--- src/rtl/bus_pkg.sv ---
// Shared definitions for the system_bus master port and its arbiter:
// rd/wr control codes, arbiter state encoding and access-owner encoding.
package bus_pkg;

  // Load types on bus_rd_ctrl (0 = no read)
  localparam logic [2:0] CTRL_NONE = 3'd0;
  localparam logic [2:0] RD_LB     = 3'd1;
  localparam logic [2:0] RD_LH     = 3'd2;
  localparam logic [2:0] RD_LW     = 3'd3;
  localparam logic [2:0] RD_LD     = 3'd4;
  localparam logic [2:0] RD_LBU    = 3'd5;
  localparam logic [2:0] RD_LHU    = 3'd6;
  localparam logic [2:0] RD_LWU    = 3'd7;

  // Store types on bus_wr_ctrl (0 = no write)
  localparam logic [2:0] WR_SB     = 3'd1;
  localparam logic [2:0] WR_SH     = 3'd2;
  localparam logic [2:0] WR_SW     = 3'd3;
  localparam logic [2:0] WR_SD     = 3'd4;

  typedef enum logic [1:0] {IDLE, ACCESS, DONE} state_e;
  typedef enum logic {OWN_IF, OWN_MEM} owner_e;

endpackage

--- src/rtl/arb_priority.sv ---
// Combinational grant selection between IF and MEM.
// MEM wins by default; IF is forced once it has waited through STARVE_MAX
// consecutive MEM grants.
//   i_if_req / i_mem_req : qualified requests
//   i_starve_cnt         : MEM grants made while IF was waiting
//   o_gnt_if / o_gnt_mem : one-hot (or zero) grant
module arb_priority #(
  parameter int STARVE_MAX = 4
) (
  input  logic       i_if_req,
  input  logic       i_mem_req,
  input  logic [3:0] i_starve_cnt,
  output logic       o_gnt_if,
  output logic       o_gnt_mem
);

  logic w_force_if;

  assign w_force_if = i_if_req && (i_starve_cnt == 4'(STARVE_MAX));
  assign o_gnt_if   = i_if_req && (w_force_if || !i_mem_req);
  assign o_gnt_mem  = i_mem_req && !w_force_if;

endmodule

--- src/rtl/bus_arbiter.sv ---
// Shares the single system_bus master port between the instruction-fetch
// (IF) and memory-access (MEM) stages.
//   IF side  : if_req/if_addr/if_flush in, if_ready/if_rdata out
//   MEM side : mem_req/addr/rd_ctrl/wr_ctrl/wdata in, mem_ready/mem_rdata out
//   Bus side : bus_addr/rd_ctrl/wr_ctrl/din out, bus_dout in
//   busy     : arbiter not in IDLE
// Requests are sampled only in IDLE; the bus is driven only in ACCESS and
// the owner's ready pulses in DONE, which always returns to IDLE.
module bus_arbiter
  import bus_pkg::*;
#(
  parameter int         BUS_LAT    = 1,
  parameter int         STARVE_MAX = 4,
  parameter logic [2:0] IF_RD_CTRL = RD_LWU
) (
  input  logic        clk,
  input  logic        rst,
  input  logic        if_req,
  input  logic [63:0] if_addr,
  input  logic        if_flush,
  output logic        if_ready,
  output logic [31:0] if_rdata,
  input  logic        mem_req,
  input  logic [63:0] mem_addr,
  input  logic [2:0]  mem_rd_ctrl,
  input  logic [2:0]  mem_wr_ctrl,
  input  logic [63:0] mem_wdata,
  output logic        mem_ready,
  output logic [63:0] mem_rdata,
  output logic [63:0] bus_addr,
  output logic [2:0]  bus_rd_ctrl,
  output logic [2:0]  bus_wr_ctrl,
  output logic [63:0] bus_din,
  input  logic [63:0] bus_dout,
  output logic        busy
);

  state_e      r_state, w_next;
  owner_e      r_owner;
  logic [63:0] r_addr, r_wdata;
  logic [2:0]  r_rd, r_wr;
  logic [2:0]  r_lat;
  logic [3:0]  r_starve;
  logic        r_flush;
  logic [31:0] r_if_rdata;
  logic [63:0] r_mem_rdata;

  logic w_mem_v, w_if_v, w_gnt_if, w_gnt_mem, w_last;

  assign w_mem_v = mem_req && ((mem_rd_ctrl | mem_wr_ctrl) != 3'd0);
  assign w_if_v  = if_req && !if_flush;
  assign w_last  = (r_lat == 3'd0);

  arb_priority #(.STARVE_MAX(STARVE_MAX)) u_prio (
    .i_if_req     (w_if_v),
    .i_mem_req    (w_mem_v),
    .i_starve_cnt (r_starve),
    .o_gnt_if     (w_gnt_if),
    .o_gnt_mem    (w_gnt_mem)
  );

  always_ff @(posedge clk) begin
    if (rst) r_state <= IDLE;
    else     r_state <= w_next;
  end

  always_comb begin
    w_next      = r_state;
    bus_addr    = '0;
    bus_rd_ctrl = CTRL_NONE;
    bus_wr_ctrl = CTRL_NONE;
    bus_din     = '0;
    if_ready    = 1'b0;
    mem_ready   = 1'b0;
    case (r_state)
      IDLE:   if (w_gnt_if || w_gnt_mem) w_next = ACCESS;
      ACCESS: begin
        bus_addr    = r_addr;
        bus_rd_ctrl = r_rd;
        bus_wr_ctrl = r_wr;
        bus_din     = r_wdata;
        if (w_last) w_next = DONE;
      end
      DONE: begin
        // A flush arriving in DONE itself must also suppress the pulse.
        if_ready  = (r_owner == OWN_IF) && !r_flush && !if_flush;
        mem_ready = (r_owner == OWN_MEM);
        w_next    = IDLE;
      end
      default: w_next = IDLE;
    endcase
  end

  always_ff @(posedge clk) begin
    if (rst) begin
      r_owner     <= OWN_IF;
      r_addr      <= '0;
      r_wdata     <= '0;
      r_rd        <= CTRL_NONE;
      r_wr        <= CTRL_NONE;
      r_lat       <= '0;
      r_starve    <= '0;
      r_flush     <= 1'b0;
      r_if_rdata  <= '0;
      r_mem_rdata <= '0;
    end else begin
      case (r_state)
        IDLE: begin
          r_flush <= 1'b0;
          if (w_gnt_if) begin
            r_owner  <= OWN_IF;
            r_addr   <= if_addr;
            r_rd     <= IF_RD_CTRL;
            r_wr     <= CTRL_NONE;
            r_wdata  <= '0;
            r_lat    <= 3'(BUS_LAT);
            r_starve <= '0;
          end else if (w_gnt_mem) begin
            r_owner <= OWN_MEM;
            r_addr  <= mem_addr;
            r_wr    <= mem_wr_ctrl;
            r_wdata <= mem_wdata;
            // Any write field wins: a mixed request is a pure store.
            r_rd    <= (mem_wr_ctrl != CTRL_NONE) ? CTRL_NONE : mem_rd_ctrl;
            r_lat   <= (mem_wr_ctrl != CTRL_NONE) ? 3'd0 : 3'(BUS_LAT);
            if (w_if_v && r_starve != 4'(STARVE_MAX))
              r_starve <= r_starve + 4'd1;
          end
        end
        ACCESS: begin
          if (if_flush && r_owner == OWN_IF) r_flush <= 1'b1;
          if (!w_last) begin
            r_lat <= r_lat - 3'd1;
          end else if (r_owner == OWN_IF) begin
            r_if_rdata <= bus_dout[31:0];
          end else begin
            r_mem_rdata <= (r_rd != CTRL_NONE) ? bus_dout : 64'd0;
          end
        end
        DONE: if (if_flush && r_owner == OWN_IF) r_flush <= 1'b1;
        default: ;
      endcase
    end
  end

  assign if_rdata  = r_if_rdata;
  assign mem_rdata = r_mem_rdata;
  assign busy      = (r_state != IDLE);

endmodule

--- config.mk ---
export PLATFORM = sky130hd
export DESIGN_NAME = bus_arbiter
export DESIGN_NICKNAME = d
export VERILOG_FILES = /design/src/rtl/bus_pkg.sv /design/src/rtl/arb_priority.sv /design/src/rtl/bus_arbiter.sv
export SDC_FILE = /design/constraint.sdc
export NUM_CORES = 1
export LEC_CHECK = 0
export ABC_AREA = 1
export BUFFER_PORTS_ARGS = -buffer_cell sky130_fd_sc_hd__buf_2
export CAP_MARGIN = 20
export CORE_AREA = 2 2 192 194
export CTS_BUF_LIST = sky130_fd_sc_hd__clkbuf_8
export DETAILED_ROUTE_END_ITERATION = 8
export DIE_AREA = 0 0 194 196
export MAX_ROUTING_LAYER = met4
export PLACE_DENSITY_LB_ADDON = 0.08
export SYNTH_ARGS = -nofsm -noshare
export SYNTH_HDL_FRONTEND = slang
export SYNTH_SLANG_ARGS = --single-unit
--- constraint.sdc ---
create_clock -name clk -period 4 [get_ports clk]
set_input_delay 0.2 -clock clk [delete_from_list [all_inputs] [get_ports clk]]
set_output_delay 0.2 -clock clk [all_outputs]
set_load 0.02 [all_outputs]
==> results.sh, run 1 <==
export IMPL_gr_total_overflow=0
export IMPL_grtUsageTotal=0.209
export IMPL_design_area_um2=16700
export IMPL_r2r_start="r_starve[0]$_SDFFE_PP0P_"
export IMPL_die_area_um2=38000
export IMPL_fin_crit_ns=3.19
export IMPL_clkTransAtPathRegs_ns=0.06
export IMPL_place_area_um2=13700
export IMPL_worst_ep_arrival_time_ns=2.99
export IMPL_ys_seq_area_frac=0.436
export IMPL_wl_per_cell_um=14.3
export IMPL_finalHoldViolations=0
export IMPL_die_h_um=196
export IMPL_initial_utilization=0.307
export IMPL_synth_cells=1677
export IMPL_grt_pass1_wl_mm=63.6
export IMPL_grt_pass1_vias=12500
export IMPL_dpl_cell_count=2538
export IMPL_dp_slack_ns=1.26
export IMPL_row_count=70
export IMPL_cts_resized_gates=0
export IMPL_layout_cells_non_filler=2825
export IMPL_design_core_area_um2=36100
export IMPL_ys_warn_count=0
export IMPL_cts_setup_buffers=0
export IMPL_cts_buffers=44
export IMPL_fin_util=0.463
export IMPL_syn_cell_area_um2=11100
export IMPL_required_ns=3.80
export IMPL_status="completed"
export IMPL_dp_final_hpwl_mm=26.6
export IMPL_power_leakage_uw=0.00951
export IMPL_clock_path_buffers=3
export IMPL_die_x_um=194
export IMPL_final_max_slew_viol_count=0
export IMPL_grt_start_max_net_pins=165
export IMPL_cp_end_kind="output port"
export IMPL_remaining_drc_errors=0
export IMPL_finalSetupTns_ns=0
export IMPL_hold_path_end="r_addr[63]$_SDFFE_PP0P_"
export IMPL_root_buffer="clkbuf_8"
export IMPL_synth_cell_types=28
export IMPL_cts_htree_levels=2
export IMPL_antenna_left=0
export IMPL_synth_nets=1951
export IMPL_drive_gt1_frac=0.248
export IMPL_final_cell_mix="buf_2 (498), nand2_1 (357), nor2_1 (273)"
export IMPL_portBuffers=499
export IMPL_fin_crit_sh=0.798
export IMPL_slew_headroom=0.352
export IMPL_drtIter0Drc=489
export IMPL_insertion_delay_ns=0.54
export IMPL_n_fill_cell=3881
export IMPL_startpoint_type="register"
export IMPL_max_cap_violations=0
export IMPL_ios=500
export IMPL_setup_viol=0
export IMPL_finalClockSkew_ns=0.0142
export IMPL_holdPathStages=5
export IMPL_rsz0062_at_grt="no"
export IMPL_first_pass_iters=5
export IMPL_reg2reg_depth=13
export IMPL_fmax_mhz=313
export IMPL_hold_buffers=210
export IMPL_cts_tree="done"
export IMPL_worst_pin_slew_ns=0.972
export IMPL_ir_worst_vdd_uv=292
export IMPL_final_common_cell="buf_2"
export IMPL_synth_seq_cells=241
export IMPL_antenna_found_initial=2
export IMPL_min_path_type="input port to register"
export IMPL_areaGrowthSynthToFinish_pct=50.9
export IMPL_fin_ws_ns=0.808
export IMPL_critPathKind="register to output port"
export IMPL_r2r_slack_ns=1.05
export IMPL_cts_sinks=241
export IMPL_nNetsFinal=2601
export IMPL_num_vias=12600
export IMPL_holdCritStartpoint="if_addr[63]"
export IMPL_crit_fanout=62
export IMPL_vias_per_cell=4.45
export IMPL_syn_avg_cell_area_um2=6.60
export IMPL_wirelength_mm=40.3
export IMPL_place_congestion=0.820
export IMPL_power_density_nw_per_um2=429
export IMPL_r2r_end="r_addr[37]$_SDFFE_PP0P_"
==> worst max-delay path, stage by stage (launching register included) <==
cell and delay, ns:
dfxtp_1 0.32, inv_1 0.11, ha_4 0.43, buf_4 0.47
buf_4 0.63, nand2_1 0.13, inv_1 0.12, buf_2 0.17
==> worst max-delay path by stage <==
stage               slack (ns)                     from                        end  cells past startpoint
finish                    0.81  r_state[1]$_SDFFE_PP0P_                bus_addr[3]                      7
global route              0.52  r_state[1]$_SDFFE_PP0P_                bus_addr[4]                      7
CTS                       0.70  r_state[1]$_SDFFE_PP0P_                bus_addr[3]                      7
detailed placement        1.26  r_state[1]$_SDFFE_PP0P_  if_rdata[17]$_SDFFE_PP0P_                      9
global placement          1.34  r_state[1]$_SDFFE_PP0P_   if_rdata[5]$_SDFFE_PP0P_                      9
floorplan                 2.40  r_state[1]$_SDFFE_PP0P_               bus_addr[32]                      7
==> cell usage after synthesis (all sizes together) <==
cell type / n / area [um2]
a211oi: 2 / 15.0
a21oi: 172 / 865
buf: 69 / 393
clkbuf: 49 / 184
clkinv: 1 / 3.75
dfxtp: 241 / 4820
ha: 7 / 87.6
inv: 252 / 946
nand2: 361 / 1370
nand3: 75 / 380
nor2: 276 / 1050
nor3: 36 / 185
nor3b: 32 / 240
o21ai: 101 / 505
or2: 1 / 6.26
xnor2: 1 / 8.76
xor2: 1 / 8.76
==> report_power, final <==
part	leakage [uW]	internal (uW)	switching [uW]	total, uW
Clock	0.000486	1270	1020	2290
Combinational	0.00706	758	1280	2030
Sequential	0.00197	2700	155	2860
==> logic make-up after synthesis <==
kind of cell               after synthesis  synth area share
AOI/OAI and AO/OA                      275             0.125
xor gates and xnor gates                 2           0.00158
adders and majority gates                7           0.00791
buffers and inverters                  371             0.138
DFF                                    241             0.436
and+or+nand+nor                        781             0.292
==> state kept, by name, indices dropped and copies added (netlist names) <==
register	flops
mem_rdata	64
if_rdata	32
r_addr	64
r_lat	3
r_flush	1
r_owner	1
r_wr	3
r_state	2
r_wdata	64
r_starve	4
r_rd	3
==> per-stage QoR <==
step,hold WS [ns],total power (uW)
2_1_floorplan,0.349,4110
3_3_place_gp,0.451,4710
3_5_place_dp,0.455,4720
4_1_cts,0.000453,7280
5_1_grt,0.0216,7650
6_report,0.0314,7180
==> layout make-up <==
cell class | instances | area (um2) | area share
flip-flops and latches | 241 | 4820 | 0.289
clock inverters | 18 | 104 | 0.00621
diodes | 4 | 10.0 | 0.000599
inverters | 253 | 950 | 0.0568
repair buffers | 722 | 4730 | 0.283
well taps | 468 | 586 | 0.0350
multi-input cells | 1065 | 4760 | 0.285
clock buffers | 54 | 743 | 0.0445
==> layer usage <==
metal | global-route usage | vias to the layer above | wire length [um]
met3 | 0.0504 | 102 | 2800
met1 | 0.246 | 5631 | 17000
met5 | - | - | 0
li1 | - | 6446 | -
met4 | 0.0873 | 0 | 1510
met2 | 0.341 | 403 | 19000
Power figures use the tool's default switching activity.
==> run 2, diff against run 1 <==
Settings changed: ABC_AREA 1 to 0.
Clock period 4 ns to 3.2 ns, I/O delays scaled along.
==> run 2 against run 1 <==
  * First-iteration DRC count fell by 24%
  * Total power rose by 26%
  * Global-route usage fell by 0.62 points
  * Sequential power rose by 24%
  * Flip-flop and latch count did not move
  * Clock power rose by 31%
  * Via count fell by 14%
  * Final area fell by 2.7%
  * Die area did not move
  * Critical path type is now register to register
  * Worst hold slack improved by 0.11 ns
  * Sequential share of layout area rose by 0.79 points
  * Non-clock buffer count rose by 60
==> results.sh, run 2 <==
export IMPL_status="completed"
export IMPL_switching_power_uw=2900
export IMPL_crit_chain="inv_1 > ha_1 > clkinv_1 > nor2_1 > nand2_2 > buf_4 > o221a_2 > dlygate4sd3_1"
export IMPL_cts_setup_buffers=0
export IMPL_power_leakage_uw=0.00782
export IMPL_routed_top_layer="met4"
export IMPL_synth_nets=1388
export IMPL_layout_cells_non_filler=2346
export IMPL_synth_edf_count=0
export IMPL_fin_ws_ns=0.445
export IMPL_required_ns=3.67
export IMPL_ys_warn_count=0
export IMPL_initial_utilization=0.273
export IMPL_syn_avg_cell_area_um2=8.84
export IMPL_row_count=70
export IMPL_r2r_end="r_addr[12]$_SDFFE_PP0P_"
export IMPL_comb_power_share=0.275
export IMPL_syn_cell_area_um2=9850
export IMPL_fin_crit_ns=2.76
export IMPL_power_density_nw_per_um2=554
export IMPL_cts_sinks=241
export IMPL_wl_per_cell_um=16.6
export IMPL_vias_per_cell=4.62
export IMPL_hold_buffers=268
export IMPL_synth_seq_cells=241
export IMPL_grtUsageTotal=0.202
export IMPL_fin_crit_sh=0.861
export IMPL_clkTransAtPathRegs_ns=0.05
export IMPL_die_x_um=194
export IMPL_crit_fanout=65
export IMPL_place_congestion=0.764
export IMPL_startpoint_type="register"
export IMPL_critPathKind="register to register"
export IMPL_insertion_delay_ns=0.59
export IMPL_crit_path_top_delay_cell="dlygate4sd3_1"
export IMPL_place_area_um2=12700
export IMPL_first_pass_iters=5
export IMPL_final_cell_mix="buf_2 (498), dlygate4sd3_1 (268), dfxtp_1 (241)"
export IMPL_cts_buffers=47
export IMPL_setup_viol=0
export IMPL_synthDominantCellAreaShare=0.490
export IMPL_critPathLaunch="r_state[1]$_SDFFE_PP0P_"
export IMPL_ir_worst_vdd_uv=290
export IMPL_reg2reg_depth=8
export IMPL_antenna_left=0
export IMPL_wl_met1_mm=16.3
export IMPL_design_area_um2=16300
export IMPL_slew_headroom=0.460
export IMPL_grt_pass1_vias=11100
export IMPL_wl_met2_mm=18.5
export IMPL_finalSetupTns_ns=0
export IMPL_worst_ep_arrival_time_ns=3.22
export IMPL_max_cap_violations=0
export IMPL_dp_final_hpwl_mm=24.7
export IMPL_fmax_mhz=363
export IMPL_p_int_uw=6110
export IMPL_grt_pass1_wl_mm=60.2
export IMPL_antenna_found_initial=6
export IMPL_final_max_slew_viol_count=0
export IMPL_drtIter0Drc=374
export IMPL_die_h_um=196
export IMPL_cts_htree_levels=2
export IMPL_synth_cell_types=43
export IMPL_r2r_slack_ns=0.44
export IMPL_gr_total_overflow=0
export IMPL_cpPeakStageDelay_ns=0.56
export IMPL_p_seq_frac=0.393
export IMPL_wl_met3_mm=2.84
export IMPL_finalHoldViolations=0
export IMPL_synth_commonest_cells="dfxtp_1 (241), a21oi_1 (170), nand2_1 (139), and2_1 (136), inv_1 (71)"
export IMPL_synth_area_leaders="dfxtp_1 (49%), a21oi_1 (8.6%), and2_1 (8.6%), a22o_1 (6.0%), nand2_1 (5.3%)"
export IMPL_final_common_cell="buf_2"
export IMPL_die_area_um2=38000
export IMPL_endpoint="r_addr[12]$_SDFFE_PP0P_"
export IMPL_r2r_start="r_state[1]$_SDFFE_PP0P_"
export IMPL_ios=500
export IMPL_clock_path_buffers=3
export IMPL_finalClockSkew_ns=0.0220
export IMPL_synth_cells=1114
export IMPL_dominantRegCellSynth="dfxtp_1"
export IMPL_num_vias=10800
export IMPL_cts_tree="done"
export IMPL_hold_ws_ns=0.141
export IMPL_remaining_drc_errors=0
export IMPL_cp_end_kind="register"
export IMPL_portBuffers=499
export IMPL_yosysTopAreaCell="dfxtp_1"
export IMPL_dp_slack_ns=0.955
export IMPL_min_path_type="input port to register"
export IMPL_dpl_cell_count=1997
export IMPL_nNetsFinal=2120
export IMPL_pwr_share_clk=0.332
export IMPL_root_buffer="clkbuf_8"
export IMPL_design_core_area_um2=36100
export IMPL_areaGrowthSynthToFinish_pct=65.2
export IMPL_wirelength_mm=39.0
export IMPL_rsz0062_at_grt="no"
export IMPL_grt_start_max_net_pins=152
export IMPL_worst_pin_slew_ns=0.810
export IMPL_drive_gt1_frac=0.338
export IMPL_cts_resized_gates=0
export IMPL_switching_share=0.322
export IMPL_ys_seq_area_frac=0.490
export IMPL_synth_most_common_cell="dfxtp_1"
export IMPL_async_flop_share=0
## run 2: cell types whose count changed after synthesis, sizes merged, moves of 31 or more
| cell | previous run | this run |
|---|---|---|
| nand2 | 361 | 139 |
| buf | 69 | 38 |
| o221a | 0 | 65 |
| inv | 252 | 71 |
| o21ai | 101 | 4 |
| nor3b | 32 | 0 |
| nor2 | 276 | 13 |
| a22o | 0 | 67 |
| and2 | 0 | 136 |
## run 2: how the worst min path moves through the flow
stage / start / endpoint / slack [ns] / depth (start not counted)
2_1_floorplan: mem_wdata[10] / r_wdata[10]$_SDFFE_PP0P_ / 0.29 / 1
3_3_place_gp: mem_wdata[48] / r_wdata[48]$_SDFFE_PP0P_ / 0.37 / 2
3_5_place_dp: mem_wdata[58] / r_wdata[58]$_SDFFE_PP0P_ / 0.37 / 2
4_1_cts: mem_req / r_starve[3]$_SDFFE_PP0P_ / 0.07 / 5
5_1_grt: mem_req / r_starve[0]$_SDFFE_PP0P_ / 0.13 / 5
6_report: mem_req / r_starve[0]$_SDFFE_PP0P_ / 0.14 / 5
## run 2: cell families (layout without fill, tap and decap cells)
kind of cell / Yosys count / after routing / synth area share
AOI/OAI and AO/OA: 316 / 316 / 0.232
adders and majority gates: 7 / 7 / 0.00889
buffers and inverters: 171 / 928 / 0.0731
DFF: 241 / 241 / 0.490
other: 0 / 7 / 0
and+or+nand+nor: 379 / 379 / 0.196
## run 2: per-layer routing
| layer | vias to the layer above | track usage |
|---|---|---|
| li1 | 5299 | - |
| met1 | 5074 | 0.240 |
| met2 | 383 | 0.323 |
| met3 | 78 | 0.0528 |
| met4 | 0 | 0.0906 |
| met5 | - | - |
## run 2: layout make-up
| cell class | count | area (um2) |
|---|---|---|
| repair buffers | 782 | 5340 |
| fillers | 3729 | 19800 |
| clock inverters | 17 | 93.8 |
| well taps | 468 | 586 |
| multi-input cells | 702 | 4350 |
| diodes | 7 | 17.5 |
| flip-flops and latches | 241 | 4820 |
| inverters | 72 | 270 |
| clock buffers | 57 | 785 |
## run 2: power groups by stage
stage | Sequential (uW) | Combinational [uW] | Clock, uW
2_1_floorplan | 3650 | 1250 | 0
3_5_place_dp | 3600 | 2070 | 0
3_3_place_gp | 3590 | 2070 | 0
6_report | 3540 | 2480 | 2990
5_1_grt | 3580 | 2710 | 3240
4_1_cts | 3540 | 2500 | 3130
## run 2: stage by stage
step | util | total power, uW
3_3_place_gp | 0.352 | 5660
4_1_cts | 0.450 | 9170
3_5_place_dp | 0.352 | 5670
6_report | 0.451 | 9010
5_1_grt | 0.451 | 9530
2_1_floorplan | - | 4900
## run 2: worst max-delay path, delay by kind of cell, from the launching register on
kind	cells	cell delay [ns]
fa+ha+maj	1	0.23
flops	1	0.33
simple gates	2	0.36
buf+inv	4	1.33
compound gates	1	0.36
==> run 3, diff against run 2 <==
Settings changed: ABC_AREA 0 to 1, ABC_CLOCK_PERIOD_IN_PS from default to 3200, SLEW_MARGIN from default to 20.
==> run 3 against run 2 <==
  * Flip-flop and latch count stayed put
  * Die area unchanged
  * Routed wire length is 5.2% higher
  * First-iteration DRC count up 22%
  * Final area is 6.4% higher
  * Total power increased by 1.7%
  * Clock-buffer cell count up 1
  * Register-to-register slack improved by 0.15 ns
  * Non-clock buffer count is 6 lower
  * Critical path type unchanged
  * Largest power group unchanged
==> results.sh, run 3 (same netlist as run 1, synthesis figures left out) <==
export IMPL_crit_path_frequent_cell="nor2_1"
export IMPL_pwr_share_clk=0.323
export IMPL_row_count=70
export IMPL_cpPeakStageDelay_ns=0.55
export IMPL_die_x_um=194
export IMPL_cts_resized_gates=0
export IMPL_remaining_drc_errors=0
export IMPL_finalSetupTns_ns=0
export IMPL_clkTransAtPathRegs_ns=0.06
export IMPL_finalClockSkew_ns=0.0223
export IMPL_cts_sinks=241
export IMPL_cts_buffers=45
export IMPL_startpoint_type="register"
export IMPL_clock_path_buffers=3
export IMPL_final_common_cell="buf_2"
export IMPL_root_buffer="clkbuf_8"
export IMPL_antenna_cells=0
export IMPL_cp_depth=12
export IMPL_grtUsageTotal=0.214
export IMPL_setup_viol=0
export IMPL_dpl_cell_count=2547
export IMPL_max_cap_violations=0
export IMPL_switching_power_uw=3150
export IMPL_die_area_um2=38000
export IMPL_antenna_left=0
export IMPL_drive_gt1_frac=0.247
export IMPL_required_ns=3.63
export IMPL_place_congestion=0.832
export IMPL_layout_cells_non_filler=2884
export IMPL_cp_top_family="buffers and inverters"
export IMPL_fin_crit_ns=2.60
export IMPL_hold_buffers=256
export IMPL_wl_per_cell_um=14.2
export IMPL_rsz0062_at_grt="no"
export IMPL_crit_fanout=66
export IMPL_dp_final_hpwl_mm=27.1
export IMPL_die_h_um=196
export IMPL_critPathBufInv=4
export IMPL_p_int_uw=6030
export IMPL_switching_share=0.343
export IMPL_insertion_delay_ns=0.55
export IMPL_final_max_slew_viol_count=0
export IMPL_n_fill_cell=3839
export IMPL_status="completed"
export IMPL_worst_pin_slew_ns=1.03
export IMPL_initial_utilization=0.307
export IMPL_drtIter0Drc=458
export IMPL_holdPathStages=4
export IMPL_critPathKind="register to register"
export IMPL_cts_setup_buffers=0
export IMPL_cp_end_kind="register"
export IMPL_first_pass_iters=5
export IMPL_design_core_area_um2=36100
export IMPL_ir_worst_vdd_uv=301
export IMPL_grt_pass1_vias=12700
export IMPL_fin_crit_sh=0.813
export IMPL_cts_tree="done"
export IMPL_nNetsFinal=2656
export IMPL_vias_per_cell=4.45
export IMPL_ios=500
export IMPL_power_density_nw_per_um2=530
export IMPL_comb_power_share=0.288
export IMPL_register_area_um2=4820
export IMPL_crit_path_top_delay_cell="dlygate4sd3_1"
export IMPL_finalHoldViolations=0
export IMPL_grt_pass1_wl_mm=65.5
export IMPL_worst_ep_arrival_time_ns=3.03
export IMPL_cts_htree_levels=2
export IMPL_fmax_mhz=384
export IMPL_reg2reg_depth=12
export IMPL_p_seq_frac=0.389
export IMPL_grt_start_max_net_pins=141
export IMPL_min_path_type="input port to register"
export IMPL_slew_headroom=0.315
export IMPL_portBuffers=499
export IMPL_crit_chain="inv_1 > ha_1 > nand3_1 > inv_1 > nand2_1 > nand3_2 > nand2_8 > buf_4 > nor2_1 > nor2_1 > dlygate4sd3_1 > nor2_1"
export IMPL_multi_input_area_um2=4760
export IMPL_num_vias=12800
export IMPL_wirelength_mm=41.1
export IMPL_power_leakage_uw=0.00984
export IMPL_gr_total_overflow=0
export IMPL_final_cell_mix="buf_2 (498), nand2_1 (357), nor2_1 (273)"
export IMPL_areaGrowthSynthToFinish_pct=56.3
export IMPL_antenna_found_initial=0
[run 3: stage by stage]
stage	total power [uW]	area [um2]	hold slack, ns	setup WS, ns	util
floorplan	5140	11100	0.309	1.64	-
global placement	5890	13800	0.413	1.16	0.384
detailed placement	5910	13800	0.424	1.13	0.384
CTS	9280	17300	0.00274	0.549	0.480
global route	9770	17300	0.0466	0.371	0.480
finish	9170	17300	0.0472	0.597	0.480
[run 3: worst register-to-register path: cells and delay by family (launching register included)]
kind                       cells  cell delay [ns]
DFF                            1             0.35
and+or+nand+nor                7             0.85
adders and majority gates      1             0.19
buffers and inverters          4             1.08
[run 3: final cells by class]
| type | count | share of cell area |
|---|---|---|
| clock inverter | 23 | 0.00593 |
| tap | 468 | 0.0338 |
| inverter | 253 | 0.0549 |
| clock buffer | 58 | 0.0461 |
| sequential | 241 | 0.279 |
| multi-input combinational | 1065 | 0.275 |
| timing repair buffer | 776 | 0.305 |
[run 3: power by group through the flow]
stage,logic (uW),registers (uW),clock network (uW)
after CTS,2650,3560,3070
final,2640,3560,2970
after detailed placement,2290,3620,0
after global routing,2940,3610,3220
after global placement,2270,3620,0
after floorplan,1430,3710,0
[run 3: worst paths after layout]
check / to / slack [ns] / from
hold reg to reg: r_wdata[15]$_SDFFE_PP0P_ / 0.46 / r_wdata[15]$_SDFFE_PP0P_
setup / recovery: r_addr[36]$_SDFFE_PP0P_ / 0.60 / r_starve[0]$_SDFFE_PP0P_
setup reg to reg: r_addr[36]$_SDFFE_PP0P_ / 0.60 / r_starve[0]$_SDFFE_PP0P_
hold / removal: mem_rdata[36]$_SDFFE_PP0P_ / 0.05 / bus_dout[36]
[run 3: metal layers]
layer | up-vias | share of wire | global-route usage
met5 | - | 0 | -
met4 | 0 | 0.032 | 0.0732
met3 | 81 | 0.064 | 0.0468
met2 | 369 | 0.48 | 0.361
met1 | 5821 | 0.42 | 0.253
li1 | 6562 | - | -
